**config.mk**
```make
export PLATFORM = sky130hd
export DESIGN_NAME = simd_alu_adder_ctrl
export DESIGN_NICKNAME = d
export VERILOG_FILES = /design/src/rtl/simd_alu_adder_ctrl.sv
export SDC_FILE = /design/constraint.sdc
export NUM_CORES = 2
export LEC_CHECK = 0
export ABC_AREA = 1
export CAP_MARGIN = 20
export CORE_AREA = 3 3 332 334
export CTS_CLUSTER_DIAMETER = 40
export DETAILED_ROUTE_END_ITERATION = 10
export DIE_AREA = 0 0 335 337
export GPL_ROUTABILITY_DRIVEN = 0
export PLACE_DENSITY = 0.68
export SLEW_MARGIN = 20
export SYNTH_ARGS = -nofsm -noshare
export SYNTH_HDL_FRONTEND = slang
export SYNTH_SLANG_ARGS = --single-unit
```
**constraint.sdc**
```tcl
create_clock -name clk -period 15.5 [get_ports clk]
set_input_delay 3.1 -clock clk [delete_from_list [all_inputs] [get_ports clk]]
set_output_delay 3.1 -clock clk [all_outputs]
set_load 0.01 [all_outputs]
```
**src/rtl/simd_alu_adder_ctrl.sv**
```systemverilog
// SIMD add/sub datapath plus a two-stage issue/collect controller that
// registers operands, captures lane-wise results with flags, and keeps sticky status.

module simd_adder_lane (
  input  logic [7:0] a,
  input  logic [7:0] b,
  input  logic       sub,
  input  logic       cin,
  output logic [7:0] sum,
  output logic       cout
);
  logic [7:0] bx;

  assign bx          = b ^ {8{sub}};
  assign {cout, sum} = {1'b0, a} + {1'b0, bx} + {8'd0, cin};
endmodule

module simd_alu_adder_top #(
  parameter int SIMD_DATA_WIDTH            = 256,
  parameter int SIMD_ADDER_DATA_MODE_WIDTH = 2
) (
  input  logic [SIMD_DATA_WIDTH-1:0]            a,
  input  logic [SIMD_DATA_WIDTH-1:0]            b,
  input  logic [SIMD_ADDER_DATA_MODE_WIDTH-1:0] mode,
  input  logic                                  sub,
  output logic [SIMD_DATA_WIDTH-1:0]            result
);
  localparam int NB = SIMD_DATA_WIDTH / 8;

  logic [1:0] msel;
  logic [2:0] bmask;
  logic       carry_unused;

  assign msel = 2'(mode);

  always_comb begin
    bmask = 3'b111;
    case (msel)
      2'd0:    bmask = 3'b000;
      2'd1:    bmask = 3'b001;
      2'd2:    bmask = 3'b011;
      default: bmask = 3'b111;
    endcase
  end

  // Byte-sliced ripple; the chain restarts with the subtract carry-in at each element's low byte.
  for (genvar i = 0; i < NB; i++) begin : g_lane
    localparam logic [2:0] IDX = 3'(i % 8);
    logic cin, cout;
    if (i == 0) begin : g_first
      assign cin = sub;
    end else begin : g_rest
      assign cin = ((IDX & bmask) == 3'd0) ? sub : g_lane[i-1].cout;
    end
    simd_adder_lane u_lane (
      .a   (a[8*i +: 8]),
      .b   (b[8*i +: 8]),
      .sub (sub),
      .cin (cin),
      .sum (result[8*i +: 8]),
      .cout(cout)
    );
  end

  assign carry_unused = g_lane[NB-1].cout;
endmodule

module simd_alu_adder_ctrl #(
  parameter int SIMD_DATA_WIDTH            = 256,
  parameter int SIMD_ADDER_DATA_MODE_WIDTH = 2
) (
  input  logic                                  clk,
  input  logic                                  rst_n,
  input  logic                                  in_valid,
  output logic                                  in_ready,
  input  logic [SIMD_DATA_WIDTH-1:0]            in_a,
  input  logic [SIMD_DATA_WIDTH-1:0]            in_b,
  input  logic [SIMD_ADDER_DATA_MODE_WIDTH-1:0] in_mode,
  input  logic                                  in_signed,
  input  logic                                  in_sub,
  output logic                                  out_valid,
  input  logic                                  out_ready,
  output logic [SIMD_DATA_WIDTH-1:0]            out_result,
  output logic [SIMD_DATA_WIDTH/8-1:0]          out_ovf,
  output logic [SIMD_DATA_WIDTH/8-1:0]          out_udf,
  input  logic                                  sts_clr,
  output logic                                  sts_ovf_any,
  output logic                                  sts_udf_any,
  output logic [15:0]                           sts_op_cnt
);
  localparam int DW = SIMD_DATA_WIDTH;
  localparam int MW = SIMD_ADDER_DATA_MODE_WIDTH;
  localparam int NB = DW / 8;

  logic          rdy_en;
  logic          s1_valid;
  logic [DW-1:0] s1_a, s1_b;
  logic [MW-1:0] s1_mode;
  logic          s1_signed, s1_sub;
  logic [DW-1:0] sum;
  logic [NB-1:0] ovf_nxt, udf_nxt;
  logic          s2_free, s1_adv, in_fire, out_fire;
  logic [1:0]    msel;
  logic [2:0]    bmask;

  assign s2_free  = !out_valid || out_ready;
  assign s1_adv   = s1_valid && s2_free;
  // rdy_en keeps in_ready low through reset without a combinational path from rst_n.
  assign in_ready = rdy_en && (!s1_valid || s2_free);
  assign in_fire  = in_valid && in_ready;
  assign out_fire = out_valid && out_ready;

  always_ff @(posedge clk) begin
    if (!rst_n) begin
      rdy_en    <= 1'b0;
      s1_valid  <= 1'b0;
      s1_a      <= '0;
      s1_b      <= '0;
      s1_mode   <= '0;
      s1_signed <= 1'b0;
      s1_sub    <= 1'b0;
    end else begin
      rdy_en <= 1'b1;
      if (in_fire) begin
        s1_valid  <= 1'b1;
        s1_a      <= in_a;
        s1_b      <= in_b;
        s1_mode   <= in_mode;
        s1_signed <= in_signed;
        s1_sub    <= in_sub;
      end else if (s1_adv) begin
        s1_valid <= 1'b0;
      end
    end
  end

  simd_alu_adder_top #(
    .SIMD_DATA_WIDTH           (DW),
    .SIMD_ADDER_DATA_MODE_WIDTH(MW)
  ) u_adder (
    .a     (s1_a),
    .b     (s1_b),
    .mode  (s1_mode),
    .sub   (s1_sub),
    .result(sum)
  );

  assign msel = 2'(s1_mode);

  always_comb begin
    bmask = 3'b111;
    case (msel)
      2'd0:    bmask = 3'b000;
      2'd1:    bmask = 3'b001;
      2'd2:    bmask = 3'b011;
      default: bmask = 3'b111;
    endcase
  end

  // Flags need only the top bit of A, effective B and the sum: the carry into
  // that bit is recovered as a^b^r, which gives both the carry out and signed overflow.
  for (genvar i = 0; i < NB; i++) begin : g_flag
    localparam logic [2:0] IDX = 3'(i % 8);
    logic a7, b7, r7, co, v, is_top;
    assign a7     = s1_a[8*i+7];
    assign b7     = s1_b[8*i+7] ^ s1_sub;
    assign r7     = sum[8*i+7];
    assign co     = (a7 & b7) | ((a7 ^ b7) & ~r7);
    assign v      = (a7 == b7) && (r7 != a7);
    assign is_top = ((IDX & bmask) == bmask);
    assign ovf_nxt[i] = is_top & (s1_signed ? (v & ~a7) : (~s1_sub & co));
    assign udf_nxt[i] = is_top & (s1_signed ? (v & a7)  : (s1_sub & ~co));
  end

  always_ff @(posedge clk) begin
    if (!rst_n) begin
      out_valid  <= 1'b0;
      out_result <= '0;
      out_ovf    <= '0;
      out_udf    <= '0;
    end else if (s1_adv) begin
      out_valid  <= 1'b1;
      out_result <= sum;
      out_ovf    <= ovf_nxt;
      out_udf    <= udf_nxt;
    end else if (out_ready) begin
      out_valid <= 1'b0;
    end
  end

  always_ff @(posedge clk) begin
    if (!rst_n) begin
      sts_ovf_any <= 1'b0;
      sts_udf_any <= 1'b0;
      sts_op_cnt  <= '0;
    end else if (sts_clr) begin
      // A delivery in the clearing cycle survives the clear.
      sts_ovf_any <= out_fire && (|out_ovf);
      sts_udf_any <= out_fire && (|out_udf);
      sts_op_cnt  <= out_fire ? 16'd1 : 16'd0;
    end else if (out_fire) begin
      sts_ovf_any <= sts_ovf_any | (|out_ovf);
      sts_udf_any <= sts_udf_any | (|out_udf);
      if (sts_op_cnt != 16'hFFFF) sts_op_cnt <= sts_op_cnt + 16'd1;
    end
  end
endmodule
```
---- After elaboration in Yosys (flattened, before gate mapping) ----
Cells that the tools add are included.
word-level totals
  bits in registers ....................... 857
  logic and storage cells ................. 790
cells by class
  bitwise logic cells ..................... 478
  add/subtract/negate cells ............... 65
  multiplexer cells ....................... 106
  eq/ne operators ......................... 67
  reduce and logical (&&, ||, !) cells .... 60
operators by type and width
  kind                                                              count
  8-bit bitwise XOR                                                 32
  8-bit by 8-bit adder with 9-bit output                            28
  9-bit by 1-bit adder with 9-bit output                            28
  1-bit AND                                                         248
  1-bit two-way mux                                                 102
  1-bit NOT                                                         100
  32-bit OR reduction                                               2
  1-bit bitwise XOR                                                 64
  16-bit two-way mux                                                3
  1-bit logical AND                                                 38
  1-bit OR                                                          34
  8-bit by 1-bit adder with 8-bit output                            4
  8-bit adder                                                       4
  1-bit == test                                                     32
  1-bit != test                                                     32
  3-bit zero test                                                   7
  16-bit by 1-bit adder with 16-bit output (second input constant)  1
  16-bit != test (second input constant)                            1
  3-bit one-hot mux with 3 select lines                             1
  2-bit zero test                                                   4
  2-bit nonzero test                                                4
  2-bit by 1-bit == test with 1-bit output (second input constant)  1
  2-bit == test (second input constant)                             1
  1-bit zero test                                                   2
  2 further kinds                                                   3

---- Depth between registers and ports, before layout ----
  word-level depth ........................ 23
  mapped depth ............................ 58

---- Cells and area by module ----
From an unflattened synthesis, not the netlist that was laid out.
unflattened totals
  cells, all modules ...................... 6806
  area, all modules ....................... 47652.0 µm²
by module, submodules not included
  module                                           cells an instance  area each (µm²)  instances
  simd_alu_adder_ctrl                              4219               32404.8          1
  simd_adder_lane (u_adder.g_lane[14].u_lane ...)  79                 469.2            18
  simd_adder_lane (u_adder.g_lane[0].u_lane ...)   79                 466.7            11
  simd_adder_lane (u_adder.g_lane[7].u_lane ...)   76                 455.4            3
  simd_alu_adder_top                               68                 301.5            1

---- Worst setup path after synthesis ----
No wires, ideal clock.
  path kind ............................... flip-flop to flip-flop
  start point ............................. reg s1_sub
  end point ............................... reg out_udf[15]
  data arrival time ....................... 12257 ps
  cell stages (with the launch flop) ...... 55
  data required time ...................... 15425 ps
  slack ................................... 3168 ps
  buffers on the path ..................... 3
  setup time .............................. 75 ps
  period minus slack after synthesis ...... 12332 ps
  cells stage by stage .................... dfxtp_1 > buf_2 > buf_2 > buf_2 > xor2_1 > ha_1 > nand2_1 > o21ai_0 > nand4_1 > nand4_1 > nand2_1 > fa_1 > fa_1 > o21ai_0 > nand4_1 > nand3_1 > nand2_1 > fa_1 > (+19 left out) > o21ai_0 > nand4_1 > nand3_1 > nand2_1 > fa_1 > fa_1 > o21ai_0 > nand4_1 > nand4_1 > nand2_1 > fa_1 > o21ai_0 > nand4_1 > o311ai_0 > fa_1 > nor2_1 > nand3_1 > a31oi_1
between the ends
  word-level cells in the longest chain between the ends .. 23
  elaborated cells between the ends (all ways) .. 44
ends and longest elaborated chain
  item                                        line  text
  start: declaration                          99    logic s1_signed, s1_sub;
  start signal: assignment                    130   s1_sub <= in_sub;
  8-bit bitwise XOR                           14    assign bx = b ^ {8{sub}};
  8-bit by 8-bit adder with 9-bit output      15    assign {cout, sum} = {1'b0, a} + {1'b0, bx} + {8'd0, cin};
  9-bit by 1-bit adder with 9-bit output      15
  1-bit two-way mux                           53    assign cin = ((IDX & bmask) == 3'd0) ? sub : g_lane[i-1].cout;
  9-bit by 1-bit adder with 9-bit output      15
  1-bit two-way mux                           53
  9-bit by 1-bit adder with 9-bit output      15
  1-bit two-way mux                           53
  (+8 left out)                               -
  8-bit by 1-bit adder with 8-bit output (*)  15
  net sum[127]                                100   logic [DW-1:0] sum;
  1-bit NOT                                   168   assign co = (a7 & b7) | ((a7 ^ b7) & ~r7);
  1-bit AND                                   168
  1-bit OR                                    168
  1-bit NOT                                   172   assign udf_nxt[i] = is_top & (s1_signed ? (v & a7) : (s1_sub & ~co));
  1-bit AND                                   172
  1-bit two-way mux (*)                       172
  end signal: assignment                      185   out_udf <= udf_nxt;
  end: declaration                            85    output logic [SIMD_DATA_WIDTH/8-1:0] out_udf,
The timed path passes the listed nets; every way through them passes the cells marked *.
A chain may end at the register's enable or synchronous reset.

---- Worst setup path after layout ----
Same ends and word-level chain as after synthesis.

==> impl_summary.log <==
[metrics] run status: complete, no violations
[metrics] total net switching power: 1.91 mW
[metrics] sum of negative setup slack: 0 ns
[metrics] critical path depth in cells: 51
[metrics] post-detailed-placement half-perimeter wirelength: 121000 µm
[metrics] IR drop worst, VDD: 88.3 µV
[metrics] instance count along the most critical hold path: 2
[metrics] overall die height: 337 µm
[metrics] count of flip-flops with a built-in enable after synthesis: 0
[metrics] portion of total power attributed to the clock network: 47.6%
[metrics] worst setup slack after placement: 1.61 ns
[metrics] antenna violations before repair: 19
[metrics] Mean Syn Cell Area: 7.54 µm²
[metrics] clock skew after layout: 0.0350 ns
[metrics] global-route wire length before repair: 252000 µm
[metrics] proportion of register bits with asynchronous set or reset after synthesis: 0%
[metrics] Setup crit end kind: flop
[metrics] dominant cell by count in the synthesized netlist: sky130_fd_sc_hd__nand2_1
[metrics] share of post-route cells with drive strength above 1: 4.48%
[metrics] count of H-tree levels built during CTS: 4
[metrics] Max FO, Critical Path: 35
[metrics] clock root cell: sky130_fd_sc_hd__clkbuf_16
[metrics] Hold Path Class: reg2reg
[metrics] final-report max-slew violation count: 0
[metrics] most common library cells after synthesis: 1106 x sky130_fd_sc_hd__nand2_1, 879 x sky130_fd_sc_hd__a21oi_1, 857 x sky130_fd_sc_hd__dfxtp_1
[metrics] gr ovfl total: 0
[metrics] share of the cycle needed by the critical path after routing: 89.9%
[metrics] Final Hold Fails: 0
[metrics] switching part of the total power: 28.3%
[metrics] Die ar.: 113000 µm²
[metrics] initial core utilization: 42.0%
[metrics] number of vias in the routed layout: 44100
[metrics] share of power burned in registers: 35.7%
[metrics] critical path's largest stage delay: 0.58 ns
[metrics] placeable core region: 107000 µm²
[metrics] number of input and output port buffers inserted: 860
[metrics] highest achievable clock rate: 71.7 MHz
[metrics] post-synth top area share: 38.1%
[metrics] Worst path most repeated cell: sky130_fd_sc_hd__fa_1
[metrics] total number of nets in the final design: 7465
[metrics] sequential cell area fraction in the yosys report: 38.1%
[metrics] arrival time reported for the critical path endpoint: 14.58 ns
[metrics] clock latency at the later pin of the worst-skew pair: 0.74 ns
[metrics] via density per instance: 5.40
[metrics] number of buffers inserted by post-CTS setup repair: 0
[metrics] # clock sinks: 857
[metrics] number of buffers inserted for hold repair after clock tree synthesis: 0
[metrics] critical path startpoint category: flop
[metrics] cts bufs inserted: 136
[metrics] Core Rows: 120
[metrics] post-synth design cell area: 45000 µm²
[metrics] actual transition at the worst max-transition pin: 1.21 ns
[metrics] critical path buffer and inverter count: 1
[metrics] Worst EP required: 16.14 ns
[metrics] violation count after the first detailed-routing iteration: 3143
[metrics] internal power of the cells: 4.83 mW
[metrics] Total Routing Usage GR: 28.8%
[metrics] Max Cap Violations: 0
[metrics] Cell Area, Placed: 54000 µm²
[metrics] iteration count of the initial detailed-routing pass: 8
[metrics] number of global-route vias before repair: 42400
[metrics] cell type with the largest total area after synthesis: sky130_fd_sc_hd__dfxtp_1
[metrics] static leakage power: 25.4 nW
[metrics] distinct cell type count of the synthesized netlist: 32
[metrics] share of power burned in combinational logic: 16.7%
[metrics] Worst Setup Path Type: reg2reg
[metrics] unrepaired setup endpoints after global routing: false
[metrics] reg-to-reg slack, setup: 1.56 ns
[metrics] number of gates given a new drive strength after cts: 0
[metrics] predominant post-synthesis flop cell: sky130_fd_sc_hd__dfxtp_1
[metrics] Tmin final: 13.94 ns
[metrics] total of flip-flops plus latches after synthesis: 857
[metrics] Ys Warns: 0
[metrics] least setup slack across all paths after layout: 1.56 ns
[metrics] post-synthesis cell count: 5964
[metrics] Worst path slowest cell: sky130_fd_sc_hd__buf_4
[metrics] number of nets still failing antenna checks after routing: 0
[metrics] post-route cell area: 58900 µm²
[metrics] dominant delay contributor by cell family on the critical path: adder cells
[metrics] Remaining DRCs: 0
[metrics] path depth of the worst reg2reg path: 51
[metrics] Final Routed Wirelength: 169000 µm
[metrics] area growth from synthesis to layout: 31.0%
[metrics] Slew headroom: 19.4%
[metrics] count of pins on the block boundary: 861
[metrics] total chip power: 6.73 mW
[metrics] synth top area cells: sky130_fd_sc_hd__dfxtp_1 38%, sky130_fd_sc_hd__a21oi_1 9.8%, sky130_fd_sc_hd__nand2_1 9.2%, sky130_fd_sc_hd__nand3_1 6.9%, sky130_fd_sc_hd__ha_1 6.3%
[metrics] clock tree from TritonCTS: built
[metrics] power per standard cell area: 114 nW/µm²
[metrics] register clock-pin slew on the reported worst setup and hold paths: 0.05 ns
[metrics] maximum clock insertion buffer count: 3
[metrics] Chip Width: 335 µm
[metrics] total setup violations reported at the end of the flow: 0
[metrics] maximum number of pins on one net before global-route repair: 224
[metrics] Syn Nets: 6802
[metrics] detailed-route wire length per cell: 20.7 µm
## cell usage in the layout (no fill, tap or decap), types with 16 or more instances in the layout
master,instances
sky130_fd_sc_hd__clkinv_2,16
sky130_fd_sc_hd__dfxtp_1,854
sky130_fd_sc_hd__clkbuf_16,143
sky130_fd_sc_hd__xor2_1,285
sky130_fd_sc_hd__nor3_1,29
sky130_fd_sc_hd__nand3_1,617
sky130_fd_sc_hd__clkdlybuf4s50_1,858
sky130_fd_sc_hd__o311ai_0,26
sky130_fd_sc_hd__nor2_1,347
sky130_fd_sc_hd__nand3b_1,16
sky130_fd_sc_hd__diode_2,18
sky130_fd_sc_hd__ha_1,225
sky130_fd_sc_hd__o211ai_1,27
sky130_fd_sc_hd__fa_1,92
sky130_fd_sc_hd__nand4_1,120
sky130_fd_sc_hd__nand2_1,1104
sky130_fd_sc_hd__buf_4,31
sky130_fd_sc_hd__o21ai_0,379
sky130_fd_sc_hd__a21oi_1,879
sky130_fd_sc_hd__clkinvlp_4,17
sky130_fd_sc_hd__bufinv_16,17
sky130_fd_sc_hd__xnor2_1,59
sky130_fd_sc_hd__inv_1,485
## area by class of cell
type / instances / area (µm²)
antenna: 18 / 45.0
clock buffer: 165 / 3790
clock inverter: 83 / 1040
fill: 9979 / 48300
inverter: 492 / 1870
multi-input combinational: 4242 / 24300
sequential: 857 / 17200
tap: 1403 / 1760
timing repair buffer: 898 / 9000
## worst paths after layout
kind	endpoint	from
worst min-delay path	s1_a[250]	s1_a[250]
worst max-delay path	out_udf[15]	s1_sub
worst min register to register	s1_a[250]	s1_a[250]
worst max register to register	out_udf[15]	s1_sub
## worst min-delay path: stages (launching register included)
cell and delay (ns):
sky130_fd_sc_hd__dfxtp_1 0.31, sky130_fd_sc_hd__nand2_1 0.06, sky130_fd_sc_hd__a21oi_1 0.05
## sequential cells by signal, summed over array words and instances (netlist names)
signal       flops
out_udf         32
rdy_en           1
msel             2
out_ovf         32
s1_a           256
sts_udf_any      1
out_result     256
s1_sub           1
sts_ovf_any      1
out_valid        1
s1_valid         1
sts_op_cnt      16
s1_signed        1
s1_b           256
## through the flow
step	utilization, %	hold slack [ns]	std cells
floorplan	-	0.444	5964
global placement	50.4	0.455	7891
detailed placement	50.4	0.458	7891
CTS	54.9	0.467	8139
global route	55.0	0.478	8155
finish	55.0	0.465	8158
## power groups by stage
stage	Sequential [mW]	Clock [mW]	Combinational (mW)
after floorplan	2.43	0	0.649
after global placement	2.45	0	1.09
after detailed placement	2.45	0	1.11
after CTS	2.41	3.24	1.12
after global routing	2.42	3.34	1.24
final	2.41	3.20	1.12
## cell families after synthesis
| logic type | count (synthesis) | share of synthesized area [%] |
|---|---|---|
| compound gates | 1335 | 15.3 |
| xor+xnor | 344 | 6.70 |
| buf+inv | 865 | 8.07 |
| flops | 857 | 38.1 |
| fa+ha+maj | 317 | 10.4 |
| simple gates | 2246 | 21.4 |
## metal layers
layer / wire length [µm] / track usage [%] / vias up / share of wire (%)
met5: 39 / 0 / - / 0.023
met4: 9830 / 16.6 / 6 / 5.8
met3: 12500 / 5.83 / 415 / 7.4
met2: 77100 / 46.3 / 1706 / 46
met1: 69700 / 36.1 / 20700 / 41
li1: - / - / 21200 / -
Power figures use the tool's default switching activity.
==> variant: new RTL, config.mk and constraints unchanged <==
`SIMD_DATA_WIDTH` is set to 256 in 2 places; all go to 128.
--- a/src/rtl/simd_alu_adder_ctrl.sv
+++ b/src/rtl/simd_alu_adder_ctrl.sv
@@ -16,7 +16,7 @@
 endmodule
 
 module simd_alu_adder_top #(
-  parameter int SIMD_DATA_WIDTH            = 256,
+  parameter int SIMD_DATA_WIDTH            = 128,
   parameter int SIMD_ADDER_DATA_MODE_WIDTH = 2
 ) (
   input  logic [SIMD_DATA_WIDTH-1:0]            a,
@@ -66,7 +66,7 @@
 endmodule
 
 module simd_alu_adder_ctrl #(
-  parameter int SIMD_DATA_WIDTH            = 256,
+  parameter int SIMD_DATA_WIDTH            = 128,
   parameter int SIMD_ADDER_DATA_MODE_WIDTH = 2
 ) (
   input  logic                                  clk,
Interface: changed (5 resized); port bits go from 861 to 445. No check against the original RTL was run, so the function may have changed too.
==> variant against the unedited design <==
Via count down 48%; non-clock buffer count down 427; clock skew down 0.0045 ns; critical path depth up 2; sequential cell count down 416; cell count down 39%; sequential share of layout area down 2.0 points; wire length down 45%; synthesized area down 48%; worst setup slack worse by 0.052 ns; final area down 45%; total power down 41%; critical path type unchanged.
==> variant: results (changes against the unedited design) <==
stage,metric,value,unit,change
synth,async_flop_share,0,%,unchanged
detailed_routing,dr_total_vias,22800,,-48%
global_route,grt_max_degree,176,,-21%
synth,synth_compound_area_share,15.2,%,-0.12 points
clocking,clock_path_buffers,3,,unchanged
run,drv_cap,0,,unchanged
detailed_routing,viasPerCell,4.58,,-15%
hold_path,hold_class,reg2reg,,
global_route,grt_pass1_wl,138,mm,-45%
cells_and_area,final_layout_size_suffix_gt1_share,7.19,%,+2.7 points
worst_setup_path,cpPeakStageDelay,0.60,ns,+0.02 ns
synth,avgSynthCellArea,7.60,um^2,+0.73%
detailed_routing,drt-total-wl,93.3,mm,-45%
pwr,leakage,13.7,nW,-46%
global_route,grt_use_total,16.0,%,-13 points
worst_setup_path,crit_slowest_cell,dfxtp_4,,
worst_setup_path,cp_max_fo,17,,-51%
outcome,status,"complete, no violations",,
detailed_routing,drtPass1Iterations,5,,-3
clocking,clock_latency,0.65,ns,-0.09 ns
worst_setup_path,arrival,14.56,ns,-0.02 ns
cells_and_area,num-nets-final,3905,,-48%
clocking,cts_buffers,91,,-33%
synth,synthTopCellsByCount,"592 x nand2_1, 441 x dfxtp_1, 415 x a21oi_1",,
placement,dpl_cell_area,29000,um^2,-46%
timing,max_freq,71.5,MHz,-0.37%
placement,hpwl,66.8,mm,-45%
timing,slew_headroom,20.8,%,+1.4 points
placement,port_buffers,444,,-48%
clocking,clkTransAtPathRegs,0.06,ns,
global_route,antenna_found_initial,14,,-5
synth,ys_top_cells_by_area,"dfxtp_1 37%, nand2_1 9.4%, a21oi_1 8.8%",,
synth,muxShareOfSynthArea,0,%,unchanged
synth,synth_fa_ha_area_share,9.91,%,-0.45 points
synth,yosysWarnings,0,,unchanged
synth,seq_area_frac_synth,37.5,%,-0.68 points
cells_and_area,largestRegisters,"out_result (128), s1_a (128), s1_b (128)",,
clocking,cts-root-buf,clkbuf_16,,
pwr,ir_drop,0.0000868,V,-1.7%
placement,place_inst,4789,,-39%
global_route,grt_pass1_vias,22200,,-48%
clocking,h-tree-depth,3,,-1
synth,yosysUniqueCellTypes,37,,+16%
cells_and_area,fill_cells,11300,,+14%
timing,skew,0.0306,ns,-0.00448 ns
synth,synth_xor_area_share,6.39,%,-0.31 points
detailed_routing,drt_iter0_markers,1400,,-55%
synth,synth_fp_nets,3526,,-48%
## variant: area by class of cell
| cell class | instances | area, um^2 | share of cell area (%) |
|---|---|---|---|
| Inverter | 268 | 1030 | 3.16 |
| Timing Repair Buffer | 471 | 4730 | 14.5 |
| Sequential cell | 441 | 8830 | 27.1 |
| Clock inverter | 70 | 1040 | 3.20 |
| Antenna cell | 11 | 27.5 | 0.0846 |
| Tap cell | 1403 | 1760 | 5.40 |
| Multi-Input combinational cell | 2208 | 12700 | 39.1 |
| Clock buffer | 102 | 2400 | 7.38 |
## variant: kinds of logic after synthesis
family                     Yosys count
and+or+nand+nor                   1201
AOI/OAI and AO/OA                  676
buffers and inverters              453
DFF                                441
xor gates and xnor gates           172
adders and majority gates          159
## variant: worst paths after layout
kind	startpoint	to	slack (ns)	cells after the start
min reg2reg	s1_a[85]	s1_a[85]	0.47	2
max	s1_sub	out_udf[7]	1.51	53
min	s1_a[85]	s1_a[85]	0.47	2
max reg2reg	s1_sub	out_udf[7]	1.51	53
## variant: stage by stage
step | hold WS (ns) | util, % | setup slack [ns]
global route | 0.483 | 30.3 | 0.167
global placement | 0.456 | 27.0 | 1.59
detailed placement | 0.459 | 27.1 | 1.35
finish | 0.466 | 30.4 | 1.51
CTS | 0.469 | 30.3 | 1.31
floorplan | 0.444 | - | 3.66
## variant: routing by layer
metal  vias up  track usage (%)  share of wire [%]
met5         -                0              0.021
met4         4             4.58                2.5
met3       148             4.99                8.7
met2       762             25.8                 45
met1     10800             20.5                 44
li1      11100                -                  -
## variant: what timing repair did
item	CTS	global route
setup buffers	0	1
resized for setup	0	0
hold endpoints to repair	0	0
endpoints found under the setup margin	0	1
## variant: worst max-delay path: cells and delay by family (launching register included)
family	cells	cell delay, ns
adder cells (fa/ha/maj)	15	6.44
AO/OA/AOI/OAI	11	3.43
AND/OR/NAND/NOR	25	3.03
buffers and inverters	2	0.38
flip-flops	1	0.60
## variant: power breakdown
group | switching (mW) | internal, mW
Clock | 0.738 | 1.44
Combinational | 0.345 | 0.241
Sequential | 0.0408 | 1.19
Total | 1.12 | 2.88
